**config.mk**
```make
export PLATFORM = sky130hd
export DESIGN_NAME = mlt_operand_dispatcher
export DESIGN_NICKNAME = d
export VERILOG_FILES = /design/src/rtl/mlt_operand_dispatcher.sv
export SDC_FILE = /design/constraint.sdc
export NUM_CORES = 1
export LEC_CHECK = 0
export CAP_MARGIN = 30
export CORE_ASPECT_RATIO = 1.75
export CORE_MARGIN = 2
export CORE_UTILIZATION = 50
export CTS_CLUSTER_DIAMETER = 30
export CTS_CLUSTER_SIZE = 24
export DETAILED_ROUTE_END_ITERATION = 10
export GPL_TIMING_DRIVEN = 0
export PLACE_DENSITY = 0.81
export SYNTH_ARGS = -nofsm -noshare
export SYNTH_HDL_FRONTEND = slang
export SYNTH_SLANG_ARGS = --single-unit
```
**constraint.sdc**
```tcl
create_clock -name clk -period 17.5 [get_ports clk]
set_input_delay 5.25 -clock clk [delete_from_list [all_inputs] [get_ports clk]]
set_output_delay 5.25 -clock clk [all_outputs]
set_load 0.02 [all_outputs]
```
**src/rtl/mlt_operand_dispatcher.sv**
```systemverilog
// mlt_operand_dispatcher
// Feeds a repeated-addition multiplier from a small operand FIFO. It runs one
// start/done handshake per pair and holds the product on a valid/ready port.
// Optional feature macro: MLT_ZERO_BYPASS_EN. When it is defined, a pair with
// a zero operand is answered locally with 0 and the multiplier is not started.
module mlt_operand_dispatcher #(
    parameter int WIDTH = 16,
    parameter int DEPTH = 4
) (
    input  logic                   clk,
    input  logic                   reset,
    input  logic                   in_valid,
    output logic                   in_ready,
    input  logic [WIDTH-1:0]       in_a,
    input  logic [WIDTH-1:0]       in_b,
    output logic                   mlt_start,
    output logic [WIDTH-1:0]       mlt_ain,
    output logic [WIDTH-1:0]       mlt_bin,
    input  logic                   mlt_done,
    input  logic [WIDTH-1:0]       mlt_data,
    output logic                   out_valid,
    input  logic                   out_ready,
    output logic [WIDTH-1:0]       out_data,
    output logic                   busy,
    output logic [$clog2(DEPTH):0] count
);

    localparam int AW = $clog2(DEPTH);
    localparam int CW = AW + 1;

    typedef enum logic [1:0] {
        ST_IDLE  = 2'd0,
        ST_START = 2'd1,
        ST_WAIT  = 2'd2
    } state_t;

    state_t           r_state;
    logic             r_mlt_start;
    logic [WIDTH-1:0] r_mlt_ain;
    logic [WIDTH-1:0] r_mlt_bin;
    logic             r_out_valid;
    logic [WIDTH-1:0] r_out_data;
    logic             r_busy;

    logic [WIDTH-1:0] r_mem_a [DEPTH];
    logic [WIDTH-1:0] r_mem_b [DEPTH];
    logic [AW-1:0]    r_wr_ptr;
    logic [AW-1:0]    r_rd_ptr;
    logic [CW-1:0]    r_count;

    logic             w_in_ready;
    logic             w_push;
    logic             w_pop;
    logic [WIDTH-1:0] w_head_a;
    logic [WIDTH-1:0] w_head_b;
    logic             w_zero_head;

    // in_ready looks only at the registered occupancy, never at a same-cycle pop.
    assign w_in_ready = (r_count < CW'(DEPTH));
    assign w_push     = in_valid && w_in_ready;
    // A pair leaves the FIFO only when the sequencer can take it and the
    // single result register is free.
    assign w_pop      = (r_state == ST_IDLE) && (r_count != {CW{1'b0}}) && !r_out_valid;
    assign w_head_a   = r_mem_a[r_rd_ptr];
    assign w_head_b   = r_mem_b[r_rd_ptr];

`ifdef MLT_ZERO_BYPASS_EN
    assign w_zero_head = (w_head_a == {WIDTH{1'b0}}) || (w_head_b == {WIDTH{1'b0}});
`else
    assign w_zero_head = 1'b0;
`endif

    // Operand storage: write the incoming pair at the tail pointer.
    always_ff @(posedge clk or posedge reset) begin
        if (reset) begin
            for (int i = 0; i < DEPTH; i++) begin
                r_mem_a[i] <= {WIDTH{1'b0}};
                r_mem_b[i] <= {WIDTH{1'b0}};
            end
        end else if (w_push) begin
            r_mem_a[r_wr_ptr] <= in_a;
            r_mem_b[r_wr_ptr] <= in_b;
        end
    end

    // FIFO pointers and occupancy. Pointers wrap naturally because DEPTH is a power of two.
    always_ff @(posedge clk or posedge reset) begin
        if (reset) begin
            r_wr_ptr <= {AW{1'b0}};
            r_rd_ptr <= {AW{1'b0}};
            r_count  <= {CW{1'b0}};
        end else begin
            if (w_push) begin
                r_wr_ptr <= r_wr_ptr + AW'(1);
            end
            if (w_pop) begin
                r_rd_ptr <= r_rd_ptr + AW'(1);
            end
            case ({w_push, w_pop})
                2'b10:   r_count <= r_count + CW'(1);
                2'b01:   r_count <= r_count - CW'(1);
                default: r_count <= r_count;
            endcase
        end
    end

    // Sequencer: dispatch the head pair, run one multiplier handshake, capture the product.
    always_ff @(posedge clk or posedge reset) begin
        if (reset) begin
            r_state     <= ST_IDLE;
            r_mlt_start <= 1'b0;
            r_mlt_ain   <= {WIDTH{1'b0}};
            r_mlt_bin   <= {WIDTH{1'b0}};
            r_out_valid <= 1'b0;
            r_out_data  <= {WIDTH{1'b0}};
            r_busy      <= 1'b0;
        end else begin
            // The consumer takes the result. A new capture can only happen
            // while out_valid is already low, so the two never collide.
            if (r_out_valid && out_ready) begin
                r_out_valid <= 1'b0;
            end
            case (r_state)
                ST_IDLE: begin
                    if (w_pop) begin
                        if (w_zero_head) begin
                            r_out_data  <= {WIDTH{1'b0}};
                            r_out_valid <= 1'b1;
                        end else begin
                            r_mlt_ain   <= w_head_a;
                            r_mlt_bin   <= w_head_b;
                            r_mlt_start <= 1'b1;
                            r_busy      <= 1'b1;
                            r_state     <= ST_START;
                        end
                    end
                end
                ST_START: begin
                    // A done that is still high belongs to the previous
                    // operation. Keep requesting until the multiplier drops it.
                    if (!mlt_done) begin
                        r_mlt_start <= 1'b0;
                        r_state     <= ST_WAIT;
                    end
                end
                ST_WAIT: begin
                    if (mlt_done) begin
                        r_out_data  <= mlt_data;
                        r_out_valid <= 1'b1;
                        r_busy      <= 1'b0;
                        r_state     <= ST_IDLE;
                    end
                end
                default: begin
                    r_mlt_start <= 1'b0;
                    r_busy      <= 1'b0;
                    r_state     <= ST_IDLE;
                end
            endcase
        end
    end

    assign in_ready  = w_in_ready;
    assign mlt_start = r_mlt_start;
    assign mlt_ain   = r_mlt_ain;
    assign mlt_bin   = r_mlt_bin;
    assign out_valid = r_out_valid;
    assign out_data  = r_out_data;
    assign busy      = r_busy;
    assign count     = r_count;

endmodule

```
==> results.sh <==
export IMPL_outcome="completed"
export IMPL_worstPathMaxFanout=4
export IMPL_yosysSeqAreaShare_pct=59.4
export IMPL_cp_top_family="buffers and inverters"
export IMPL_antenna_cells=0
export IMPL_min_path_type="reg2reg"
export IMPL_grt_util_all_layers_pct=20.1
export IMPL_startpoint_type="flip-flop"
export IMPL_clk_latency_ns=0.43
export IMPL_dp_cells=762
export IMPL_cts_tree="yes"
export IMPL_netlist_area_mm2=0.00793
export IMPL_clockRootBuffer="clkbuf_16"
export IMPL_drcViolationCount=0
export IMPL_grt_setup_unrepaired="false"
export IMPL_post_cts_resized=0
export IMPL_fp_dieW_um=99.2
export IMPL_viasPerCell=5.54
export IMPL_first_global_vias=4945
export IMPL_tightest_slew_ns=0.736
export IMPL_relSlewSlack_pct=50.9
export IMPL_cts_sinks=188
export IMPL_period_share_pct=39.0
export IMPL_wl_mm=15.8
export IMPL_dpl_hpwl_mm=11.0
export IMPL_clk_pin_slew_worst_paths_ns=0.07
export IMPL_cp_required_ns=12.25
export IMPL_ys_warnings_count=0
export IMPL_drtPass1Iterations=4
export IMPL_pin_count=108
export IMPL_post_route_min_period_ns=6.82
export IMPL_final_antenna_net_count=0
export IMPL_synth_seq_cells=188
export IMPL_wl_per_cell_um=20.0
export IMPL_core_area_mm2=0.0155
export IMPL_finalSetupViolCount=0
export IMPL_cts_buffer_depth=2
export IMPL_syn_nets=527
export IMPL_start_util_pct=51.2
export IMPL_crit_path_end_kind="output port"
export IMPL_rows=60
export IMPL_max_cap_violations=0
export IMPL_max_vdd_ir_drop_mv=0.0825
export IMPL_fin_cells=793
export IMPL_report_final_hold_viol_count=0
export IMPL_die_h_um=171
export IMPL_cts_hold_buffers=0
export IMPL_final_area_mm2=0.00987
export IMPL_crit_chain="inv_1 -> clkdlybuf4s50_1"
export IMPL_synth_avg_cell_area_um2=16.9
export IMPL_vias=4395
export IMPL_cp_slowest_cell="clkdlybuf4s50_1"
export IMPL_die_area_mm2=0.0169
export IMPL_syn_instance_count=468
export IMPL_p_per_area_mw_per_mm2=206
export IMPL_antenna_found_initial=0
export IMPL_gp_congestion=0.781
export IMPL_use_met1_pct=23.9
export IMPL_slew_viol_final=0
export IMPL_initialDrtViolationCount=145
export IMPL_slowest_delay_ns=0.62
export IMPL_critical_path_class="reg2out"
export IMPL_skew_ns=0.0141
export IMPL_grt_busiest_layer="met2"
export IMPL_grtUsageMet3_pct=3.92
export IMPL_place_area_mm2=0.00926
export IMPL_synth_distinct_cells=26
export IMPL_fin_nets=654
export IMPL_htree_levels=4
export IMPL_grt_overflow=0
export IMPL_port_buffers=107
export IMPL_cts_buffers=17
export IMPL_worst_path_buf_inv=2
export IMPL_area_growth_pct=24.6
export IMPL_use_met2_pct=36.2
export IMPL_setup_tns_final_ns=0
export IMPL_p_leak_nw=4.28
export IMPL_post_cts_buffers=0
export IMPL_grt_pass1_wl_mm=26.0
export IMPL_n_fill_cell=1137
export IMPL_drive_above_1_share_pct=44.0
export IMPL_grt_max_degree=131
export IMPL_max_freq_ghz=0.147
export IMPL_worstPathArrival_ns=1.57
-- per-layer routing --
layer	wire, µm	share of wire (%)	up-vias
met5	0	0	-
met4	246	1.6	0
met3	430	2.7	14
met2	8980	57	85
met1	6180	39	2338
li1	-	-	1958
-- final timing paths --
| path | startpoint | end | slack, ns | depth (start not counted) |
|---|---|---|---|---|
| min reg2reg | busy | busy | 0.48 | 1 |
| max reg2reg | r_state[0] | count[2] | 14.98 | 10 |
| min | busy | busy | 0.48 | 1 |
| min in group asynchronous | reset | out_data[0] | 5.25 | 2 |
| max | count[2] | in_ready | 10.68 | 2 |
| max in group asynchronous | reset | r_mem_b[41] | 11.26 | 3 |
-- area by class of cell --
cell class | instances | area, µm² | share of cell area [%]
Clock buffer | 19 | 453 | 4.59
Tap cell | 186 | 233 | 2.36
Inverter | 11 | 48.8 | 0.494
Multi-Input combinational cell | 242 | 3000 | 30.4
Buffer | 27 | 181 | 1.84
Clock inverter | 12 | 154 | 1.56
Sequential cell | 188 | 4700 | 47.7
Timing Repair Buffer | 108 | 1100 | 11.1
-- layout by cell type (no fill, tap or decap), types with 5 or more instances in the layout --
cell type        Yosys  routed
buf_2               15      15
clkbuf_16            0      17
clkdlybuf4s50_1      0     107
dfrtp_1            188     188
ha_1                 5       5
inv_1               10       9
mux2_2             167     167
mux2_4               9       9
mux4_2              32      32
nand2_1              5       5
-- registers in the layout, indices dropped and copies added (netlist names) --
name and flops:
count 3, mlt_start 1, mlt_ain 16, mlt_bin 16, busy 1, r_mem_a 64
out_data 16, r_mem_b 64, r_state 2, r_rd_ptr 2, out_valid 1, r_wr_ptr 2
-- cell families (layout without fill, tap and decap cells) --
| kind of cell | Yosys count | after routing | share of synthesized area [%] |
|---|---|---|---|
| xor gates and xnor gates | 7 | 7 | 0.774 |
| and+or+nand+nor | 13 | 13 | 0.805 |
| adders and majority gates | 6 | 6 | 1.04 |
| muxes | 209 | 209 | 34.7 |
| DFF | 188 | 188 | 59.4 |
| AOI/OAI and AO/OA | 7 | 7 | 0.553 |
| buffers and inverters | 38 | 177 | 2.81 |
-- power breakdown --
group	internal, mW	switching, mW
sequential	0.660	0.116
clock	0.222	0.171
combinational	0.511	0.349
-- per-stage QoR --
step | utilization, % | worst slack [ns] | hold WS (ns) | power, mW
floorplan | - | 7.14 | 0.474 | 1.36
global route | 63.8 | 10.61 | 0.495 | 2.14
detailed placement | 59.9 | 10.34 | 0.465 | 1.65
CTS | 63.8 | 10.65 | 0.480 | 2.05
global placement | 59.7 | 5.31 | 0.466 | 1.60
finish | 63.8 | 10.68 | 0.478 | 2.03
-- cell usage after synthesis --
cell type	n	area (µm²)
ha_1	5	62.6
nand2_1	5	18.8
buf_6	4	45.0
nor3_1	2	10.0
dfrtp_1	188	4700
nor2_1	2	7.51
xor2_1	3	26.3
buf_4	4	30.0
xnor2_1	4	35.0
or3_1	1	6.26
a21o_1	2	15.0
buf_2	15	75.1
inv_1	10	37.5
fa_1	1	20.0
buf_1	1	3.75
mux2i_1	1	10.0
mux4_2	32	721
inv_2	1	3.75
mux2_4	9	135
mux2_2	167	1880
nor2b_1	2	12.5
buf_12	1	20.0
a31o_2	1	8.76
o21ai_0	4	20.0
and3b_1	1	8.76
clkbuf_1	2	7.51
Note: power is estimated with default switching activity, not from simulation.
